===== src/rtl/pll_reset_seq.sv =====
// rtl/pll_reset_seq.sv - PLL start-up, lock qualification and staged reset release sequencer
module pll_reset_seq #(
  parameter int PLL_RST_CYCLES      = 16,
  parameter int LOCK_STABLE_CYCLES  = 1024,
  parameter int LOCK_TIMEOUT_CYCLES = 65536,
  parameter int NCH                 = 2,
  parameter int STAGE_GAP           = 16,
  parameter int MAX_RETRIES         = 3,
  parameter int SYNC_STAGES         = 2
) (
  input  logic           clk,
  input  logic           reset,
  input  logic           lock_async,
  input  logic           restart,
  output logic           pll_resetb,
  output logic [NCH-1:0] rst_n_out,
  output logic           ready,
  output logic           fail,
  output logic [7:0]     relock_count,
  output logic [2:0]     state
);

  localparam logic [2:0] ST_PLLRST   = 3'd0;
  localparam logic [2:0] ST_WAITLOCK = 3'd1;
  localparam logic [2:0] ST_STABLE   = 3'd2;
  localparam logic [2:0] ST_RELEASE  = 3'd3;
  localparam logic [2:0] ST_RUN      = 3'd4;
  localparam logic [2:0] ST_FAIL     = 3'd5;

  localparam int REL_SPAN = (NCH - 1) * STAGE_GAP;
  localparam int MAX_A    = (PLL_RST_CYCLES > LOCK_STABLE_CYCLES) ? PLL_RST_CYCLES : LOCK_STABLE_CYCLES;
  localparam int MAX_B    = (LOCK_TIMEOUT_CYCLES > REL_SPAN + 1) ? LOCK_TIMEOUT_CYCLES : REL_SPAN + 1;
  localparam int MAX_C    = (MAX_A > MAX_B) ? MAX_A : MAX_B;
  localparam int CW       = $clog2(MAX_C) + 1;
  localparam int RW       = $clog2(MAX_RETRIES + 2);

  localparam logic [CW-1:0] RST_LAST = CW'(PLL_RST_CYCLES - 1);
  localparam logic [CW-1:0] TO_LAST  = CW'(LOCK_TIMEOUT_CYCLES - 1);
  localparam logic [CW-1:0] STB_LAST = CW'(LOCK_STABLE_CYCLES - 1);
  localparam logic [CW-1:0] REL_LAST = CW'(REL_SPAN);

  logic [SYNC_STAGES-1:0] sync_q;
  logic                   lock_s;
  logic [2:0]             state_q, state_d;
  logic [CW-1:0]          cnt_q, cnt_d;
  logic [RW-1:0]          retry_q, retry_d, retry_inc;
  logic [7:0]             relock_q, relock_d;
  logic                   pll_resetb_q, pll_resetb_d;
  logic [NCH-1:0]         rst_n_q, rst_n_d;
  logic                   ready_q, ready_d;
  logic                   fail_q, fail_d;
  logic                   lock_lost;

  assign lock_s    = sync_q[SYNC_STAGES-1];
  assign retry_inc = retry_q + 1'b1;

  always_comb begin
    state_d   = state_q;
    retry_d   = retry_q;
    relock_d  = relock_q;
    lock_lost = 1'b0;
    case (state_q)
      ST_PLLRST: begin
        if (cnt_q == RST_LAST) state_d = ST_WAITLOCK;
      end
      ST_WAITLOCK: begin
        if (lock_s) begin
          state_d = ST_STABLE;
        end else if (cnt_q == TO_LAST) begin
          retry_d = retry_inc;
          state_d = (int'(retry_inc) > MAX_RETRIES) ? ST_FAIL : ST_PLLRST;
        end
      end
      ST_STABLE: begin
        if (!lock_s) state_d = ST_WAITLOCK;
        else if (cnt_q == STB_LAST) state_d = ST_RELEASE;
      end
      ST_RELEASE: begin
        if (!lock_s) lock_lost = 1'b1;
        else if (cnt_q == REL_LAST) state_d = ST_RUN;
      end
      ST_RUN: begin
        retry_d = '0;
        if (!lock_s) lock_lost = 1'b1;
      end
      ST_FAIL: begin
        state_d = ST_FAIL;
      end
      default: state_d = ST_PLLRST;
    endcase

    // restart outranks everything, including counting a lock loss
    if (restart) begin
      state_d = ST_PLLRST;
      retry_d = '0;
    end else if (lock_lost) begin
      state_d = ST_PLLRST;
      if (relock_q != 8'hFF) relock_d = relock_q + 8'd1;
    end

    if (restart || (state_d != state_q)) cnt_d = '0;
    else if ((state_q != ST_RUN) && (state_q != ST_FAIL)) cnt_d = cnt_q + 1'b1;
    else cnt_d = cnt_q;

    // outputs are decoded from the next state so they register glitch-free
    pll_resetb_d = (state_d != ST_PLLRST) && (state_d != ST_FAIL);
    ready_d      = (state_d == ST_RUN);
    fail_d       = (state_d == ST_FAIL);
    rst_n_d      = '0;
    if (state_d == ST_RUN) begin
      rst_n_d = '1;
    end else if (state_d == ST_RELEASE) begin
      for (int k = 0; k < NCH; k++) rst_n_d[k] = (int'(cnt_d) >= k * STAGE_GAP);
    end
  end

  always_ff @(posedge clk or negedge reset) begin
    if (!reset) begin
      sync_q       <= '0;
      state_q      <= ST_PLLRST;
      cnt_q        <= '0;
      retry_q      <= '0;
      relock_q     <= '0;
      pll_resetb_q <= 1'b0;
      rst_n_q      <= '0;
      ready_q      <= 1'b0;
      fail_q       <= 1'b0;
    end else begin
      sync_q       <= {sync_q[SYNC_STAGES-2:0], lock_async};
      state_q      <= state_d;
      cnt_q        <= cnt_d;
      retry_q      <= retry_d;
      relock_q     <= relock_d;
      pll_resetb_q <= pll_resetb_d;
      rst_n_q      <= rst_n_d;
      ready_q      <= ready_d;
      fail_q       <= fail_d;
    end
  end

  assign pll_resetb   = pll_resetb_q;
  assign rst_n_out    = rst_n_q;
  assign ready        = ready_q;
  assign fail         = fail_q;
  assign relock_count = relock_q;
  assign state        = state_q;

endmodule


===== config.mk =====
export PLATFORM = sky130hd
export DESIGN_NAME = pll_reset_seq
export DESIGN_NICKNAME = d
export VERILOG_FILES = /design/src/rtl/pll_reset_seq.sv
export SDC_FILE = /design/constraint.sdc
export NUM_CORES = 1
export LEC_CHECK = 0
export ABC_AREA = 1
export CORE_UTILIZATION = 45
export DETAILED_ROUTE_END_ITERATION = 10
export PLACE_DENSITY_LB_ADDON = 0.08
export SLEW_MARGIN = 10
export SYNTH_ARGS = -nofsm -noshare
export SYNTH_HDL_FRONTEND = slang
export SYNTH_SLANG_ARGS = --single-unit
export TNS_END_PERCENT = 100

===== constraint.sdc =====
create_clock -name clk -period 2.6 [get_ports clk]
set_input_delay 0.78 -clock clk [delete_from_list [all_inputs] [get_ports clk]]
set_output_delay 0.78 -clock clk [all_outputs]
set_load 0.01 [all_outputs]

==> results.cfg <==
[layout]
multi_input_area_um2 = 1190
syn2layout_area_growth_pct = 27.0
antennaDiodeCount = 0
nets = 342
seq_area_um2 = 951
layout-drive-gt1-share_pct = 16.0
fillers = 418
post-route-util_pct = 59.4

[placed_design]
io_buffer_count = 19
place_ws_ns = 0.0305
dp_hpwl_um = 3760
globalplace.congestion = 0.931

[routing]
drtAntennaViolNets = 0
num_vias = 1944
drtIter0Drc = 191
drc = 0
drt-pass1-iter-count = 4
wl_per_cell_um = 12.7
routed_via_density = 4.87
wirelength_um = 5080

[global_route]
track_usage_pct = 20.6
antenna_found_initial = 0
first_global_vias = 1766
grt_max_degree = 39
grt-ovfl-total = 0
grt_pass1_wl_um = 8070

[clock_tree]
ctsHoldBuffers = 0
worstSkewPairLatency_ns = 0.29
cts_root_buf = clkbuf_8
numCtsBuffers = 5
numClockSinks = 38
h-tree-depth = 2
clk_path_buf_depth = 2
cts.clk_slew.worst_paths_ns = 0.08
tritoncts = done

[critical_path]
worstPathMaxFanout = 8
critPathCaptureType = register
rrSetupSlack_ns = 0.05
path_cells = ha_2 -> nand2_2 -> nor2_4 -> nand3_2 -> nor4_2 -> buf_4 -> ha_4 -> nand3_2 -> nand2_1 -> nand2_1 -> nor2_2 -> nand3_2 -> nand2_2 -> nand2_2 -> nand2_4 -> o211ai_1 -> nand2_1 -> nor2_1 -> a21oi_1
startpoint_type = register
worst_path_max_delay_cell = dfrtp_1
slowest_delay_ns = 0.39
path_buf_inv = 1
worstSetupPathType = reg -> reg
critPathTopFamily = simple AND/OR/NAND/NOR gates
cp_data_required_time_ns = 2.82
arrival_ns = 2.77
reg2reg_depth = 19
r2r-start = cnt_q[0]$_DFF_PN0_
timing.rr.end = rst_n_out[1]$_DFF_PN0_

[floorplanning]
die_h_um = 72.1
io_pins = 20
core_region_area_um2 = 4720
start_util_pct = 46.8
num_rows = 25
dieArea_um2 = 5200
die_w_um = 72.1

[synthesis]
syn-num-nets = 304
synth_mux_area_share_pct = 0
synth-compound-area-share_pct = 6.79
synth_top_family_by_area = simple AND/OR/NAND/NOR gates
synthSimpleGateAreaFrac_pct = 30.8
avgSynthCellArea_um2 = 7.55
yosys.area_share.adder_pct = 3.96
synth_xor_area_share_pct = 6.34
synth_cell_types = 27
ys_warn_count = 0
synth_seq_area_share_pct = 43.0
syn-cell-area_um2 = 2210
synth_seq_cells = 38
syn-instance-count = 293

[timing]
finalClockSkew_ns = 0.00365
worst_pin_slew_ns = 0.837
fin_crit_sh_pct = 97.9
relSlewSlack_pct = 44.2
grt_setup_unrepaired = yes
setup-tns-final_ns = 0
fmax_mhz = 393
hold_ws_ns = 0.353
fin_ws_ns = 0.0539
setup_violations = 0
hold_viol_final = 0
period_needed_ns = 2.55
slew_violations = 0

[power_and_ir_drop]
leakagePower_uw = 0.00143
vdd_drop_max_mv = 0.296
power.density_nw_per_um2 = 389
power_uw = 1090

[hold_path]
hold_depth = 0
min_to = sync_q[1]$_DFF_PN0_
hold_class = reg -> reg
holdCritStartpoint = sync_q[0]$_DFF_PN0_

[job]
max_cap_viol_count = 0

[outcome]
status = finished clean
==> cell type report <==
type | instances | area share (%)
clock inverters | 2 | 0.446
multi-input cells | 204 | 42.5
flip-flops and latches | 38 | 33.9
clock buffers | 6 | 2.94
inverters | 49 | 6.55
well taps | 67 | 2.99
repair buffers | 33 | 10.7
==> cell usage after synthesis, drive strengths merged <==
cell     n  share of area (%)
ha       7                4.0
xor2    12                4.8
nor4     1               0.28
buf      2               0.74
and3     2               0.57
nor2    56                 10
dfrtp   38                 43
nand3   25                5.7
a31o     1               0.40
o21ai    6                1.4
a21oi    6                1.5
nand2   66                 12
o22ai    1               0.28
nand4    5                1.4
xnor2    4                1.6
inv     49                8.3
o21a     1               0.34
a211oi   1               0.34
o211ai   6                2.0
o21bai   1               0.51
nor3     3               0.68
==> stage by stage <==
step,instance area (µm²),instances
after global routing,2810,399
after detailed placement,2550,388
after floorplan,2210,293
after CTS,2640,396
after global placement,2550,388
final,2810,399
==> worst max-delay path by stage <==
stage	from	slack [ns]	end	cells past startpoint
floorplan	cnt_q[0]$_DFF_PN0_	0.12	rst_n_out[1]$_DFF_PN0_	18
global placement	restart	0.09	rst_n_out[1]$_DFF_PN0_	12
detailed placement	cnt_q[0]$_DFF_PN0_	0.03	rst_n_out[1]$_DFF_PN0_	19
CTS	cnt_q[0]$_DFF_PN0_	0.004	rst_n_out[1]$_DFF_PN0_	19
global route	cnt_q[0]$_DFF_PN0_	-0.14	rst_n_out[1]$_DFF_PN0_	19
finish	cnt_q[0]$_DFF_PN0_	0.05	rst_n_out[1]$_DFF_PN0_	19
==> repair_timing <==
item	4_1_cts	5_1_grt
resized for setup	0	35
setup buffers	0	3
endpoints found under the setup margin	0	19
==> cells by family (layout without fill, tap and decap cells) <==
group,after synthesis,in the layout
AO/OA/AOI/OAI,23,23
buffers and inverters,51,90
AND/OR/NAND/NOR,158,158
XOR/XNOR,16,16
adder cells (fa/ha/maj),7,7
flip-flops,38,38
==> registers in the layout, summed over array words and instances, names as in the netlist <==
signal and count:
cnt_q 17, relock_count 8, retry_q 3, state 3, rst_n_out 2, sync_q 2
fail 1, pll_resetb 1, ready 1
==> layout by cell type (no fill, tap or decap), drive strengths merged <==
cell type,n
nand2,66
nor2,56
inv,49
dfrtp,38
nand3,25
clkdlybuf4s50,18
buf,15
xor2,12
ha,7
o21ai,6
o211ai,6
clkbuf,6
a21oi,6
nand4,5
xnor2,4
nor3,3
and3,2
nor4,1
a31o,1
o21a,1
a211oi,1
o21bai,1
o22ai,1
clkinv,1
clkinvlp,1
==> per-layer routing <==
layer	up-vias	part of all wire, %	global-route usage (%)	wire [µm]
li1	990	-	-	-
met1	905	50	28.9	2540
met2	43	44	30.2	2240
met3	6	4.4	5.83	226
met4	0	1.3	7.63	68
met5	-	0	0	0
==> where the power goes <==
group          total (µW)  leakage, µW  switching, µW  internal [µW]
Clock                 429    0.0000472            216            213
Sequential            602     0.000513           6.02            596
Combinational        60.6     0.000872           37.3           23.2
(Power assumes the default switching activity.)
